--- config.mk ---
export PLATFORM = sky130hd
export DESIGN_NAME = fp_div_seq_flat
export DESIGN_NICKNAME = d
export VERILOG_FILES = /design/src/rtl/fp_pkg.sv /design/src/rtl/fp_div_seq_if.sv /design/src/rtl/fp_div_mant_core.sv /design/src/rtl/fp_div_seq.sv /design/src/flat_wrapper.sv
export SDC_FILE = /design/constraint.sdc
export NUM_CORES = 1
export LEC_CHECK = 0
export CAP_MARGIN = 20
export CORE_MARGIN = 1.5
export CORE_UTILIZATION = 52
export CTS_BUF_LIST = sky130_fd_sc_hd__clkbuf_8
export CTS_CLUSTER_DIAMETER = 120
export DETAILED_ROUTE_END_ITERATION = 10
export PLACE_DENSITY = 0.87
export SLEW_MARGIN = 5
export SYNTH_ARGS = -nofsm -noshare
export SYNTH_HDL_FRONTEND = slang
export SYNTH_SLANG_ARGS = --single-unit
--- constraint.sdc ---
create_clock -name clk -period 3.84 [get_ports clk]
set_clock_uncertainty 0.05 [all_clocks]
set_input_delay 0.384 -clock clk [delete_from_list [all_inputs] [get_ports clk]]
set_output_delay 0.384 -clock clk [all_outputs]
set_load 0.01 [all_outputs]
--- src/rtl/fp_pkg.sv ---
// ============================================================================
// fp_pkg : shared FP constants, flag indices and divider state encoding
// Rev 1.0
// ============================================================================
`timescale 1ns/1ps
`default_nettype none

package fp_pkg;

  localparam int          FP_EXP_BIAS = 127;
  localparam logic [31:0] FP_QNAN     = 32'h7FC00000;
  localparam logic [31:0] FP_POS_INF  = 32'h7F800000;

  // Bit positions inside the 4-bit flags word
  localparam int FLAG_INVALID   = 3;
  localparam int FLAG_DIV_ZERO  = 2;
  localparam int FLAG_OVERFLOW  = 1;
  localparam int FLAG_UNDERFLOW = 0;

  typedef enum logic [1:0] {
    IDLE   = 2'd0,
    DIVIDE = 2'd1,
    NORM   = 2'd2,
    DONE   = 2'd3
  } fpdiv_state_t;

  function automatic logic [31:0] fp_signed_inf(input logic s);
    return {s, FP_POS_INF[30:0]};
  endfunction

  function automatic logic [31:0] fp_signed_zero(input logic s);
    return {s, 31'd0};
  endfunction

endpackage

`default_nettype wire

--- src/rtl/fp_div_seq_if.sv ---
// ============================================================================
// fp_div_seq_if : operand/result valid-ready handshake for fp_div_seq
// Rev 1.0
// ============================================================================
`timescale 1ns/1ps
`default_nettype none

interface fp_div_seq_if;
  logic        in_valid;
  logic        in_ready;
  logic [31:0] a;
  logic [31:0] b;
  logic        out_valid;
  logic        out_ready;
  logic [31:0] result;
  logic [3:0]  flags;

  modport master (
    output in_valid, a, b, out_ready,
    input  in_ready, out_valid, result, flags
  );

  modport slave (
    input  in_valid, a, b, out_ready,
    output in_ready, out_valid, result, flags
  );
endinterface

`default_nettype wire

--- src/rtl/fp_div_mant_core.sv ---
// ============================================================================
// fp_div_mant_core : iterative restoring divider, q = floor(ma*2^25/mb)
// Rev 1.0
// ============================================================================
`timescale 1ns/1ps
`default_nettype none

module fp_div_mant_core #(
  parameter int BITS_PER_CYCLE = 1
) (
  input  logic        clk,
  input  logic        reset,
  input  logic        start,
  input  logic [23:0] ma,
  input  logic [23:0] mb,
  output logic [25:0] q,
  output logic [24:0] r,
  output logic        done
);

  localparam int ITERS = 26 / BITS_PER_CYCLE;
  localparam int CNT_W = $clog2(ITERS + 1);

  logic [24:0]      rem;
  logic [23:0]      div;
  logic [25:0]      quo;
  logic [CNT_W-1:0] cnt;
  logic             busy;

  logic [24:0] t_rem;
  logic [25:0] t_quo;
  logic [23:0] t_div;
  logic        ge;
  logic [23:0] diff;

  // The start cycle already retires its quotient bits so the loop needs no
  // separate load cycle. Remainder starts at ma (< 2*mb) which yields q[25].
  always_comb begin
    t_rem = start ? {1'b0, ma} : rem;
    t_quo = start ? 26'd0 : quo;
    t_div = start ? mb : div;
    ge    = 1'b0;
    diff  = 24'd0;
    for (int i = 0; i < BITS_PER_CYCLE; i++) begin
      ge    = (t_rem >= {1'b0, t_div});
      diff  = ge ? 24'(t_rem - {1'b0, t_div}) : t_rem[23:0];
      t_rem = {diff, 1'b0};
      t_quo = {t_quo[24:0], ge};
    end
  end

  assign done = busy && (cnt == CNT_W'(ITERS - 1));

  always_ff @(posedge clk or negedge reset) begin
    if (!reset) begin
      rem  <= '0;
      div  <= '0;
      quo  <= '0;
      cnt  <= '0;
      busy <= 1'b0;
    end else if (start) begin
      rem  <= t_rem;
      quo  <= t_quo;
      div  <= mb;
      cnt  <= CNT_W'(1);
      busy <= 1'b1;
    end else if (busy) begin
      rem <= t_rem;
      quo <= t_quo;
      cnt <= cnt + CNT_W'(1);
      if (done) busy <= 1'b0;
    end
  end

  // rem holds the remainder pre-shifted by one
  logic unused_rem_lsb;
  assign unused_rem_lsb = rem[0];

  assign q = quo;
  assign r = {1'b0, rem[24:1]};

endmodule

`default_nettype wire

--- src/rtl/fp_div_seq.sv ---
// ============================================================================
// fp_div_seq : sequential IEEE-754 single divider with valid/ready handshake
// Optional macro FPDIV_ROUND_RNE_EN selects round-to-nearest-even (else truncate)
// Rev 1.0
// ============================================================================
`timescale 1ns/1ps
`default_nettype none

module fp_div_seq
  import fp_pkg::*;
#(
  parameter int BITS_PER_CYCLE = 1
) (
  input  logic          clk,
  input  logic          reset,
  fp_div_seq_if.slave   bus
);

  fpdiv_state_t state, next_state;

  logic               sign;
  logic signed [9:0]  exp_q;
  logic [31:0]        result_q;
  logic [3:0]         flags_q;

  logic        sa, sb;
  logic [7:0]  ea, eb;
  logic [22:0] fa, fb;
  assign {sa, ea, fa} = bus.a;
  assign {sb, eb, fb} = bus.b;

  logic zero_a, zero_b, inf_a, inf_b, nan_a, nan_b, s_res;
  assign zero_a = (ea == 8'h00);
  assign zero_b = (eb == 8'h00);
  assign inf_a  = (ea == 8'hFF) && (fa == 23'd0);
  assign inf_b  = (eb == 8'hFF) && (fb == 23'd0);
  assign nan_a  = (ea == 8'hFF) && (fa != 23'd0);
  assign nan_b  = (eb == 8'hFF) && (fb != 23'd0);
  assign s_res  = sa ^ sb;

  logic accept;
  assign accept = bus.in_valid && (state == IDLE);

  logic        special;
  logic [31:0] spec_result;
  logic [3:0]  spec_flags;

  always_comb begin
    special     = 1'b1;
    spec_result = 32'd0;
    spec_flags  = 4'd0;
    if (nan_a || nan_b || (zero_a && zero_b) || (inf_a && inf_b)) begin
      spec_result              = FP_QNAN;
      spec_flags[FLAG_INVALID] = 1'b1;
    end else if (zero_b && !inf_a) begin
      spec_result               = fp_signed_inf(s_res);
      spec_flags[FLAG_DIV_ZERO] = 1'b1;
    end else if (inf_a) begin
      spec_result = fp_signed_inf(s_res);
    end else if (zero_a || inf_b) begin
      spec_result = fp_signed_zero(s_res);
    end else begin
      special = 1'b0;
    end
  end

  logic signed [9:0] e_calc;
  assign e_calc = $signed({2'b00, ea}) - $signed({2'b00, eb}) + $signed(10'(FP_EXP_BIAS));

  logic        core_start, core_done;
  logic [25:0] q;
  logic [24:0] r;
  assign core_start = accept && !special;

  fp_div_mant_core #(
    .BITS_PER_CYCLE (BITS_PER_CYCLE)
  ) u_core (
    .clk   (clk),
    .reset (reset),
    .start (core_start),
    .ma    ({1'b1, fa}),
    .mb    ({1'b1, fb}),
    .q     (q),
    .r     (r),
    .done  (core_done)
  );

  logic [23:0]       mant, mant_fin;
  logic [24:0]       mant_rnd;
  logic signed [9:0] e_norm, e_fin;
  logic              round_inc;
  logic [31:0]       norm_result;
  logic [3:0]        norm_flags;
`ifdef FPDIV_ROUND_RNE_EN
  logic guard, sticky;
`endif

  always_comb begin
    mant      = q[25] ? q[25:2] : q[24:1];
    e_norm    = q[25] ? exp_q : exp_q - 10'sd1;
    round_inc = 1'b0;
`ifdef FPDIV_ROUND_RNE_EN
    guard     = q[25] ? q[1] : q[0];
    sticky    = (q[25] & q[0]) | (r != 25'd0);
    round_inc = guard & (sticky | mant[0]);
`endif
    mant_rnd = {1'b0, mant} + {24'd0, round_inc};
    if (mant_rnd[24]) begin
      mant_fin = mant_rnd[24:1];
      e_fin    = e_norm + 10'sd1;
    end else begin
      mant_fin = mant_rnd[23:0];
      e_fin    = e_norm;
    end
    norm_flags  = 4'd0;
    norm_result = {sign, e_fin[7:0], mant_fin[22:0]};
    if (e_fin >= 10'sd255) begin
      norm_result               = fp_signed_inf(sign);
      norm_flags[FLAG_OVERFLOW] = 1'b1;
    end else if (e_fin <= 10'sd0) begin
      norm_result                = fp_signed_zero(sign);
      norm_flags[FLAG_UNDERFLOW] = 1'b1;
    end
  end

  // Hidden bit of the final mantissa is implicit; truncation ignores q[0] and r
  logic unused_bits;
`ifdef FPDIV_ROUND_RNE_EN
  assign unused_bits = mant_fin[23];
`else
  assign unused_bits = ^{mant_fin[23], q[0], r};
`endif

  always_comb begin
    next_state = state;
    case (state)
      IDLE:    if (accept) next_state = special ? DONE : DIVIDE;
      DIVIDE:  if (core_done) next_state = NORM;
      NORM:    next_state = DONE;
      DONE:    if (bus.out_ready) next_state = IDLE;
      default: next_state = IDLE;
    endcase
  end

  always_ff @(posedge clk or negedge reset) begin
    if (!reset) begin
      state    <= IDLE;
      sign     <= 1'b0;
      exp_q    <= '0;
      result_q <= '0;
      flags_q  <= '0;
    end else begin
      state <= next_state;
      if (accept) begin
        sign  <= s_res;
        exp_q <= e_calc;
        if (special) begin
          result_q <= spec_result;
          flags_q  <= spec_flags;
        end
      end
      if (state == NORM) begin
        result_q <= norm_result;
        flags_q  <= norm_flags;
      end
    end
  end

  assign bus.in_ready  = (state == IDLE);
  assign bus.out_valid = (state == DONE);
  assign bus.result    = result_q;
  assign bus.flags     = flags_q;

endmodule

`default_nettype wire

--- src/flat_wrapper.sv ---
// flat-port wrapper written by rule: the top's interface ports become plain ports
module fp_div_seq_flat import fp_pkg::*;
#(
  parameter int BITS_PER_CYCLE = 1
)
  (clk, reset, bus_in_valid, bus_a, bus_b, bus_out_ready, bus_in_ready, bus_out_valid, bus_result, bus_flags);
  fp_div_seq_if bus_i ();
  input  logic clk;
  input  logic reset;
  input wire logic [$bits(bus_i.in_valid)-1:0] bus_in_valid;
  input wire logic [$bits(bus_i.a)-1:0] bus_a;
  input wire logic [$bits(bus_i.b)-1:0] bus_b;
  input wire logic [$bits(bus_i.out_ready)-1:0] bus_out_ready;
  output wire logic [$bits(bus_i.in_ready)-1:0] bus_in_ready;
  output wire logic [$bits(bus_i.out_valid)-1:0] bus_out_valid;
  output wire logic [$bits(bus_i.result)-1:0] bus_result;
  output wire logic [$bits(bus_i.flags)-1:0] bus_flags;
  assign bus_i.in_valid = bus_in_valid;
  assign bus_i.a = bus_a;
  assign bus_i.b = bus_b;
  assign bus_i.out_ready = bus_out_ready;
  assign bus_in_ready = bus_i.in_ready;
  assign bus_out_valid = bus_i.out_valid;
  assign bus_result = bus_i.result;
  assign bus_flags = bus_i.flags;
  fp_div_seq #(.BITS_PER_CYCLE(BITS_PER_CYCLE)) u_core (.clk(clk), .reset(reset), .bus(bus_i));
endmodule
# Word level (Yosys, flattened, before mapping)
# Cells that the tools add are included.
# op_classes
n_addsub	5
mul	0
n_div	0
order_cmp	3
eq_ne	9
n_shift	0
muxes	42
bitwise_logic	1
n_reduce_logical	28
# op_table
op	count
$mux W32	7
$mux W25	4
$mux W31	2
$mux W26	2
$mux W24	2
$logic_not A23 Y1	2
$reduce_bool A23 Y1	2
$ge A25 B24 Y1	1
$sub A24 B24 Y24	1
$mux W23	1
$eq A8 B8 Y1 const B	2
$logic_not A8 Y1	2
$mux W1	13
$mux W4	3
$add A10 B8 Y10 const B	1
$ge A10 B9 Y1 const B	1
$le A10 B1 Y1 const B	1
$logic_and A1 B1 Y1	10
$mux W10	1
$mux W5	2
$sub A10 B2 Y10 const B	1
$sub A8 B8 Y9	1
$mux W2	4
$pmux W2 S4	1
13 further kinds	21
# totals
register_bits	130
latchBits	0
mem_bits_rw	0
rom_bits	0
input_bits	68
output_inout_bits	38
elab_cells	98
n_memories	0

# Longest topological paths before layout
# Gate-level depths: netlist of run 1.
# logic_depth
word_depth	14
mapped_depth	20
ltp_nobuf	18

# Modules after synthesis
# From an unflattened synthesis of run 1, not the netlist that was laid out.
# unflattened
cells_unflattened	863
area_unflattened_um2	8191.6
# modules_own_cells
module	n_inst	cells_per_inst	area_each_um2	seq_area_each_um2
fp_div_mant_core	1	505	4919.7	2001.9
fp_div_seq	1	358	3271.9	1226.2

# Least setup slack after synthesis of run 1
# No wires, ideal clock.
# synth_timing
path_kind	input to register
start	input bus_a[27]
end	register u_core.u_core.rem[4]
setup_ps	137
arrival_time_ps	4233
required_time_ps	3653
setup_slack_ps	-580
stages	17
path_buffers	4
cell_sequence	nor4_1 > a2111oi_2 > nand3_1 > buf_2 > buf_2 > buf_2 > mux2i_1 > ha_1 > a211oi_1 > o21bai_1 > a2111o_1 > a21oi_1 > nor2_1 > a21oi_4 > buf_4 > mux2i_1 > a21oi_1
# synth_via
elab_chain_cells	13
elab_cells_between_ends	26
classes_between	1 x add/sub; 1 x order compare; 1 x eq/ne; 9 x mux; 14 x reduce/logical
# synth_lines
item	line_no	source
from (decl)	flat_wrapper.sv:11	input wire logic [$bits(bus_i.a)-1:0] bus_a;
$logic_not A8 Y1 / $eq A8 B8 Y1 (equally long branches)	fp_div_seq.sv:33, fp_div_seq.sv:35, fp_div_seq.sv:37	
$logic_or A1 B1 Y1, or another cell as far along	fp_div_seq.sv:60	end else if (zero_a || inf_b) begin
$mux W1, or another cell as far along	fp_div_seq.sv:60	
$mux W1, or another cell as far along	fp_div_seq.sv:58	end else if (inf_a) begin
$mux W1 / $logic_or A1 B1 Y1 (equally long branches)	fp_div_seq.sv:55, fp_div_seq.sv:52	
$mux W1 (*)	fp_div_seq.sv:52	if (nan_a || nan_b || (zero_a && zero_b) || (inf_a && inf_b)) begin
$logic_not A1 Y1 (*)	fp_div_seq.sv:73	assign core_start = accept && !special;
$logic_and A1 B1 Y1 (*)	fp_div_seq.sv:73	
$mux W25 / $mux W24 (equally long branches)	-	
$sub A24 B24 Y24 / $ge A25 B24 Y1 (equally long branches)	fp_div_mant_core.sv:46, fp_div_mant_core.sv:45	
$mux W24	fp_div_mant_core.sv:46	diff = ge ? 24'(t_rem - {1'b0, t_div}) : t_rem[23:0];
$mux W25	fp_div_mant_core.sv:67	end else if (busy) begin
$mux W25	fp_div_mant_core.sv:61	end else if (start) begin
to (signal assigned)	fp_div_mant_core.sv:62	rem <= t_rem;
to (signal assigned)	fp_div_mant_core.sv:68	rem <= t_rem;
to (decl)	fp_div_mant_core.sv:24	logic [24:0] rem;
# Every way passes the cells marked *; elsewhere a longest branch is shown, timed or not. The select of a mux whose other input is x is not followed.
# A chain may end at the register's enable or synchronous reset.

# Worst setup path in the final report of run 1
# layout_timing
start	register u_core.state[0]
end	register u_core.u_core.rem[2]
# layout_via
elab_chain_cells	8
elab_cells_between_ends	11
classes_between	1 x add/sub; 1 x order compare; 5 x mux; 4 x reduce/logical
# layout_lines
item	line_no	source
from (decl)	fp_div_seq.sv:19	fpdiv_state_t state, next_state;
from (signal assigned)	fp_div_seq.sv:153	state <= next_state;
$logic_not A2 Y1 (*)	fp_div_seq.sv:42	assign accept = bus.in_valid && (state == IDLE);
$logic_and A1 B1 Y1 (*)	fp_div_seq.sv:42	
$logic_and A1 B1 Y1 (*)	fp_div_seq.sv:73	
$mux W25 / $mux W24 (equally long branches)	-	
$sub A24 B24 Y24 / $ge A25 B24 Y1 (equally long branches)	fp_div_mant_core.sv:46, fp_div_mant_core.sv:45	
$mux W24	fp_div_mant_core.sv:46	
$mux W25	fp_div_mant_core.sv:67	
$mux W25	fp_div_mant_core.sv:61	
# Marks and branches as above.

==> results list, run 1 <==
- Counting flops with an async set or reset pin after synthesis yields a share of 100%.
- The HPWL after detailed placement is 14,500 µm.
- STA classifies the critical path startpoint as a register.
- Depth of the most critical reg-to-reg path: 16
- CP arrival: 4.20 ns
- Outcome: finished, violations left
- Number of standard cells after synthesis: 825
* TritonCTS clock tree: done
- The number of different library cells used by synthesis comes to 65.
- Fin. Hold Viols: 0
- Element type at the critical path end: register
- Maximum ir drop on the vdd rail: 0.806 mV
* Top post-synthesis cells by area: sky130_fd_sc_hd__dfrtp_1 40%, sky130_fd_sc_hd__mux2i_1 11%, sky130_fd_sc_hd__ha_1 6.3%
- Transition at the pin with the smallest max-transition slack: 0.734 ns
- Period Utilization, post-route: 102%
* Clock buffer depth: 2
- The clock drives 129 sinks.
- Critical path buffer and inverter count: 5
* Largest delay contributor family on the critical path: compound AO/OA/AOI/OAI gates
- Most used standard cells in the synthesized netlist: 129 x sky130_fd_sc_hd__dfrtp_1, 89 x sky130_fd_sc_hd__mux2i_1, 77 x sky130_fd_sc_hd__nor2_1
- Power density over the cells: 1000 nW/µm²
- Total CTS buffers: 17
* Worst R2R Start: u_core.state[0]$_DFFE_PN0P_
- The post-route netlist has 26.1% of its cells at a drive strength greater than 1.
- Number of logic stages on the critical path including buffering: 16
* Max Fclk: 256 MHz
* Total DRC errors in the routed layout: 0
- The number of antenna violations at the first check in global routing is 0.
* Top cell by count, worst path: sky130_fd_sc_hd__o21ai_0
* Setup slack of the worst register-to-register path: -0.07 ns
* Post-route setup TNS: -0.188 ns
- In the post-route analysis, the smallest setup slack over all paths is -0.0728 ns.
- Static power due to leakage: 5.13 nW
- For this run, the detailed router's first-pass iteration total came to 6.
- After synthesis the netlist holds a flip-flop and latch count of 129.
* Cell Count Post-Placement: 1,178
- After the first detailed-routing iteration, the DRC count stood at 571.
- The clock reaches the later pin of the worst-skew pair after 0.47 ns.
- Final period demand of the worst path: 3.91 ns
- Reported max-cap violation count: 0
- STA puts the critical path data required time at 4.13 ns.
- Worst Setup Path Type: reg2reg
- During synthesis, Yosys emitted a total of 0 warnings.
* Port Buffers: 105
- H-tree depth: 4
- Slew HR: 51.1%
* Core region area: 15,100 µm²
* Layout net count: 1,154
- At the end of the flow the core is filled with cells to 72.4%.
- Compared with the post-synthesis result, the final layout area differs by 36.6%.
- Global routing consumed, over all layers together, 27.7% of the routing resources.
- Worst setup startpoint: u_core.state[0]$_DFFE_PN0P_
- Cell area after synthesis: 8000 µm²
* Boundary pin count: 106
- The synthesized design spends more area on one cell type than any other, namely sky130_fd_sc_hd__dfrtp_1.
- Counting every net in the synthesized netlist gives 935.
* Biggest cell delay along the critical path: 0.41 ns
* Count of nets left with antenna violations after detail routing: 0
- The critical path ends at u_core.u_core.rem[2]$_DFFE_PN0P_.
* Worst R2R End: u_core.u_core.rem[2]$_DFFE_PN0P_
- Initial core utilization: 53.0%
- The floorplan has 45 rows.
- Via count: 7,390
- Setup violations remaining at the end of the flow were counted as 9.
* Via count of the first global-routing pass: 7,312
* Die Footprint: 16,100 µm²
- Entering global routing, the biggest net connects 72 pins.
- Dividing the detail-routed via count by the number of cells gives 5.94.
* Routability cong.: 0.889
- The average instance in the mapped netlist occupies 9.70 µm².
- Pwr Total: 0.0110 W
- The final reports fail on negative setup slack.
- Per-cell routed wire length: 18.3 µm
- Buffer cell driving the clock tree root: sky130_fd_sc_hd__clkbuf_8
- First-pass GRT wire length: 35,300 µm
- Counting flops with a built-in enable in the synthesized netlist gives 0.
- Kind of path behind the tightest hold check: reg2reg
- In this run the horizontal extent of the chip is 127 µm.
* Pins over their slew limit: 0
- Final global-route overflow total: 0
- The repair_antennas step left the layout with diodes totalling 0.
* Fraction of post-synthesis cell area in the top cell type by area: 40.3%
* Library cell contributing the largest single delay on the critical path: sky130_fd_sc_hd__dfrtp_1
- Height of the die: 127 µm
* Most frequent cell after synthesis: sky130_fd_sc_hd__dfrtp_1
- Traced cell by cell, the critical path runs through inv_1 -> ha_4 -> nand3_4 -> buf_8 -> buf_4 -> mux2_2 -> ha_1 -> and2_1 -> o21ai_0 -> o21ai_1 -> a211o_1 -> a21oi_4 -> buf_12 -> buf_6 -> mux2i_1 -> o21ai_0.
* Most instantiated flip-flop cell in the synthesis netlist: sky130_fd_sc_hd__dfrtp_1
- Post-Layout Cell Count: 1,245
* Share of synthesized area occupied by flip-flops and latches: 40.3%
- CP Max Fanout: 9
* Total Routed Length: 22,800 µm
* Clock transition at path regs: 0.08 ns
[routing by layer]
layer / wire length (µm) / vias up / GRT usage [%]
met1: 9200 / 3603 / 33.4
met5: 0 / - / 0
met3: 1170 / 96 / 6.03
met4: 1020 / 0 / 12.2
li1: - / 3387 / -
met2: 11400 / 304 / 47.9
[through the flow]
step                      cell area (µm²)  setup slack, ns  hold slack, ns
after global placement              10000           -0.543           0.398
after global routing                10900           -0.277           0.454
final                               10900          -0.0728           0.428
after CTS                           10900         0.000239           0.433
after detailed placement            10000           -0.668           0.416
after floorplan                      8140           0.0119          0.0384
[tightest hold or removal path, delay by kind of cell, from the launching register on]
family | cells | cell delay [ns]
AOI/OAI and AO/OA | 1 | 0.05
DFF | 1 | 0.34
and+or+nand+nor | 1 | 0.06
[final cells by class]
| type | count | area [µm²] |
|---|---|---|
| Tap cell | 188 | 235 |
| Timing Repair Buffer | 233 | 2090 |
| Fill cell | 1016 | 4160 |
| Inverter | 46 | 173 |
| Multi-Input combinational cell | 617 | 4820 |
| Sequential cell | 129 | 3230 |
| Clock inverter | 14 | 128 |
| Clock buffer | 18 | 248 |
[how the worst min path moves through the flow]
stage                                 startpoint                                end  slack, ns  depth (start not counted)
6_report       u_core.bus.result[13]$_DFFE_PN0P_  u_core.bus.result[13]$_DFFE_PN0P_       0.43                          2
3_3_place_gp     u_core.u_core.div[23]$_DFF_PN0_    u_core.u_core.div[23]$_DFF_PN0_       0.40                          1
4_1_cts        u_core.bus.result[13]$_DFFE_PN0P_  u_core.bus.result[13]$_DFFE_PN0P_       0.43                          2
3_5_place_dp   u_core.bus.result[13]$_DFFE_PN0P_  u_core.bus.result[13]$_DFFE_PN0P_       0.42                          2
2_1_floorplan                              reset    u_core.bus.flags[0]$_DFFE_PN0P_       0.04                          0
5_1_grt        u_core.bus.result[30]$_DFFE_PN0P_  u_core.bus.result[30]$_DFFE_PN0P_       0.45                          1
[power by group]
part	internal (W)	total [W]	switching, W
Clock	0.000534	0.00112	0.000587
Sequential	0.00195	0.00237	0.000420
Combinational	0.00379	0.00747	0.00368
Total	0.00627	0.0110	0.00469
[placed cells by master, fill, tap and decap left out, types with 6 or more instances in the layout]
master / synthesis / routed
sky130_fd_sc_hd__inv_1: 46 / 46
sky130_fd_sc_hd__o21ai_2: 20 / 20
sky130_fd_sc_hd__mux2i_4: 0 / 7
sky130_fd_sc_hd__ha_1: 40 / 33
sky130_fd_sc_hd__nand2_1: 71 / 71
sky130_fd_sc_hd__clkbuf_8: 0 / 18
sky130_fd_sc_hd__nor2_1: 77 / 73
sky130_fd_sc_hd__ha_4: 0 / 7
sky130_fd_sc_hd__dfrtp_1: 129 / 129
sky130_fd_sc_hd__o21a_1: 6 / 6
sky130_fd_sc_hd__clkbuf_2: 0 / 10
sky130_fd_sc_hd__clkdlybuf4s50_1: 0 / 88
sky130_fd_sc_hd__nand4_1: 16 / 16
sky130_fd_sc_hd__mux2i_1: 89 / 76
sky130_fd_sc_hd__mux2_2: 25 / 24
sky130_fd_sc_hd__nand2b_1: 8 / 8
sky130_fd_sc_hd__nand3_1: 12 / 11
sky130_fd_sc_hd__buf_4: 2 / 114
sky130_fd_sc_hd__mux2i_2: 0 / 6
sky130_fd_sc_hd__o21ai_0: 36 / 32
sky130_fd_sc_hd__buf_12: 0 / 7
sky130_fd_sc_hd__o21ai_1: 3 / 7
sky130_fd_sc_hd__xnor2_1: 23 / 23
sky130_fd_sc_hd__nor3_1: 10 / 10
sky130_fd_sc_hd__a21o_1: 12 / 12
sky130_fd_sc_hd__xor2_1: 20 / 20
sky130_fd_sc_hd__nor2b_1: 6 / 6
sky130_fd_sc_hd__and3_1: 9 / 9
sky130_fd_sc_hd__nor4_1: 16 / 11
sky130_fd_sc_hd__a21oi_2: 0 / 6
sky130_fd_sc_hd__a21oi_1: 49 / 42
[cell families after synthesis]
kind of cell / share of synthesized area, %
AND/OR/NAND/NOR: 14.4
AO/OA/AOI/OAI: 14.9
adder cells (fa/ha/maj): 6.75
buffers and inverters: 4.08
XOR/XNOR: 4.91
flip-flops: 40.3
multiplexers: 14.6
[timing repair]
action,in CTS,in global routing
buffers inserted,29,4
hold buffers,1,0
gates cloned,2,0
endpoints found under the setup margin,24,26
resized for setup,61,47
hold endpoints to repair,58,0
pin swaps,13,24
[registers in the layout, summed over array words and instances, names as in the netlist]
| name | flops |
|---|---|
| u_core.u_core.busy | 1 |
| u_core.state | 2 |
| u_core.u_core.cnt | 5 |
| u_core.sign | 1 |
| u_core.bus.result | 32 |
| u_core.u_core.q | 26 |
| u_core.bus.flags | 4 |
| u_core.exp_q | 10 |
| u_core.u_core.rem | 24 |
| u_core.u_core.div | 24 |
No activity file was read; power rests on OpenSTA's default activity.
==> inputs of run 2 (changes only) <==
- CELL_PAD_IN_SITES_DETAIL_PLACEMENT: unset -> 1
- CELL_PAD_IN_SITES_GLOBAL_PLACEMENT: unset -> 1
- CORE_UTILIZATION: 52 -> 40
- GPL_TIMING_DRIVEN: unset -> 0
- REMOVE_ABC_BUFFERS: unset -> 1
==> run 2 against run 1 <==
The flow still finishes with violations (negative setup slack); sequential share of layout area increased by 0.45 points; global-route usage fell by 1.6 points; register-to-register slack worse by 0.08 ns; setup slack lost 0.11 ns; utilization decreased by 17 points; final cell count grew 1.4%; final area down 1.4%; non-clock buffer count decreased by 65; die area grew 29%; wire length up 26%; first-iteration DRC count fell by 36%; fmax decreased by 2.7%; critical endpoint is now u_core.u_core.rem[7]$_DFFE_PN0P_; largest cell class unchanged; largest power group unchanged; highest routed layer unchanged.
==> results list, run 2 (synthesized netlist as in run 1, its figures left out) <==
* Cell Count Post-Placement: 1,166
- For this design the top-level I/O count stands at 106.
* Unrepaired setup endpoints after global routing: yes
- The number of antenna diodes in the final layout is 0.
- Total of endpoints with negative setup slack in the final report: 23
- CP Max Fanout: 6
- Leaving out fill and tap cells, the most frequent cell in the layout is sky130_fd_sc_hd__dfrtp_1.
- Cells with a size suffix above 1 make up 23.5% of the layout.
- The detailed router placed 7,413 vias in this run.
- Layout net count: 1,094
* Met1 Routed Length: 11,100 µm
- Before antenna repair, the detailed router went through 5 iterations.
- H-tree depth: 4
- After floorplanning, the core was sized to cover 19,500 µm².
- The critical path in this run is classified as in2reg.
- CP arrival: 4.27 ns
- Max FFs per register: 32
- In this run the worst hold path is classified as in2reg.
- Post-Layout Cell Count: 1,262
- Across the VDD grid, the largest voltage drop is 0.464 mV.
- Pwr Total: 0.0111 W
- Clock latency at the later pin of the worst-skew pair: 0.46 ns
- Element type at the critical path end: register
- Setup slack of the worst register-to-register path: -0.15 ns
* Final period demand of the worst path: 4.02 ns
* Max Fclk: 249 MHz
* Buffer cell driving the clock tree root: sky130_fd_sc_hd__clkbuf_8
* Pins over their slew limit: 0
- The routed design uses 1230 µm of met3 wire.
* Outcome: finished, violations left
- From left edge to right edge, the die measures 144 µm.
- Final global-route overflow total: 0
- Worst Slack Setup Final: -0.182 ns
- Total Routed Length: 28,600 µm
- Worst R2R Start: u_core.state[1]$_DFFE_PN0P_
- The endpoint identified for the worst register-to-register timing path is u_core.u_core.rem[7]$_DFFE_PN0P_.
* Top layer used by detailed routing: met4
- The floorplan has 51 rows.
* Fin. Hold Viols: 0
* P&R area growth vs syn: 34.6%
* Worst Hold Launch: bus_b[23]
- Violated checks: negative setup slack
- TritonCTS clock tree: done
* Routed met2 length: 15,000 µm
- Following the worst setup path forward leads to its endpoint at u_core.u_core.rem[7]$_DFFE_PN0P_.
- Smallest hold slack: 0.401 ns
- Slew HR: 18.6%
- At the pin with the least slew margin, the transition time is 1.22 ns.
* Clock transition at path regs: 0.09 ns
- Height of the die: 144 µm
- Initial core utilization: 41.0%
- Worst setup startpoint: bus_a[30]
- After legalization and detailed placement, the total HPWL measured 16,000 µm.
* Via count of the first global-routing pass: 7,797
- Hold Crit Depth: 3
- Port Buffers: 105
- The longest clock path from root to sink contains 2 buffers.
* Reported max-cap violation count: 0
- In the global route stage, overall resource usage came out at 26.1%.
- Starting DRC count in detailed routing: 365
- Most frequent cells in the layout: 127 x sky130_fd_sc_hd__dfrtp_1, 87 x sky130_fd_sc_hd__clkdlybuf4s50_1, 75 x sky130_fd_sc_hd__mux2i_1
- Depth of the most critical reg-to-reg path: 15
* Routability cong.: 0.870
* Per-cell routed wire length: 22.7 µm
- In this run the power density over the cells is 1030 nW/µm².
* Post-route setup TNS: -1.82 ns
- The clock drives 129 sinks.
* Die Footprint: 20,900 µm²
- Detailed-route vias per instance: 5.87
- Summed over all cells, the static leakage comes to 4.87 nW.
- In the routed design, unresolved DRC markers number 0.
- Maximum number of pins on one net before global-route repair: 80
- The number of antenna violations at the first check in global routing was 0.
- The worst path uses 105% of the clock period.
- The first global-routing pass estimated 41,300 µm of wire.
* Count of nets left with antenna violations after detail routing: 0
* Total CTS buffers: 17
* Worst setup SP type: input port
- Required time of the critical path: 4.09 ns
run 2: cell types whose count changed in the layout (fill, tap and decap cells not counted), sizes merged:
| cell | before | now |
|---|---|---|
| clkinv | 4 | 2 |
| clkinvlp | 4 | 1 |
| a21oi | 50 | 51 |
| clkdlybuf4s50 | 88 | 87 |
| inv | 51 | 57 |
| nand3 | 12 | 16 |
| buf | 132 | 66 |
| clkdlybuf4s15 | 2 | 1 |
| clkbuf | 28 | 30 |
run 2: metal layers:
| layer | GRT usage, % | up-vias |
|---|---|---|
| met1 | 29.0 | 3701 |
| li1 | - | 3276 |
| met5 | 0 | - |
| met4 | 13.3 | 0 |
| met2 | 48.0 | 318 |
| met3 | 3.84 | 118 |
run 2: worst min path at each step:
stage / end
final: u_core.exp_q[0]$_DFFE_PN0P_
after global routing: u_core.exp_q[0]$_DFFE_PN0P_
after CTS: u_core.exp_q[3]$_DFFE_PN0P_
after detailed placement: u_core.exp_q[3]$_DFFE_PN0P_
after global placement: u_core.u_core.div[23]$_DFF_PN0_
after floorplan: u_core.bus.flags[0]$_DFFE_PN0P_
run 2: layout make-up:
cell class,count,area [µm²]
well taps,265,332
flip-flops and latches,129,3230
fillers,2139,8750
multi-input cells,622,5030
inverters,46,173
repair buffers,168,1620
clock buffers,17,234
clock inverters,15,160
run 2: power by group:
group          switching (W)  internal (W)  leakage, nW
clock network       0.000671      0.000543        0.200
registers           0.000472       0.00195         1.63
logic                0.00401       0.00348         3.05
total                0.00515       0.00598         4.87
run 2: timing repair:
item                                    in CTS  in global routing
hold buffers                                 1                  0
hold endpoints to repair                    50                  0
pin swaps                                   26                 29
endpoints found under the setup margin      25                 25
setup buffers                               40                 18
resized for setup                           76                 73
cloned                                       5                  0
run 2: critical path: stages:
cell and delay, ns:
sky130_fd_sc_hd__clkdlybuf4s15_1 0.27, sky130_fd_sc_hd__nand4_1 0.20, sky130_fd_sc_hd__nor2_4 0.06, sky130_fd_sc_hd__a2111oi_4 0.18, sky130_fd_sc_hd__buf_4 0.21, sky130_fd_sc_hd__nand3_4 0.18
sky130_fd_sc_hd__buf_12 0.20, sky130_fd_sc_hd__mux2i_4 0.25, sky130_fd_sc_hd__ha_4 0.26, sky130_fd_sc_hd__nor2b_4 0.15, sky130_fd_sc_hd__o31a_1 0.27, sky130_fd_sc_hd__o41a_1 0.43
sky130_fd_sc_hd__a21oi_2 0.24, sky130_fd_sc_hd__nor2_4 0.08, sky130_fd_sc_hd__a21oi_4 0.29, sky130_fd_sc_hd__buf_6 0.20, sky130_fd_sc_hd__mux2i_1 0.27, sky130_fd_sc_hd__a21oi_1 0.12
run 2: through the flow:
step | worst slack, ns | cell area (µm²) | utilization [%]
global placement | -4.31 | 9230 | 47.3
global route | -0.188 | 10800 | 55.2
finish | -0.182 | 10800 | 55.2
CTS | -0.00482 | 10500 | 53.9
floorplan | -2.03 | 7850 | -
detailed placement | -2.76 | 9340 | 47.8
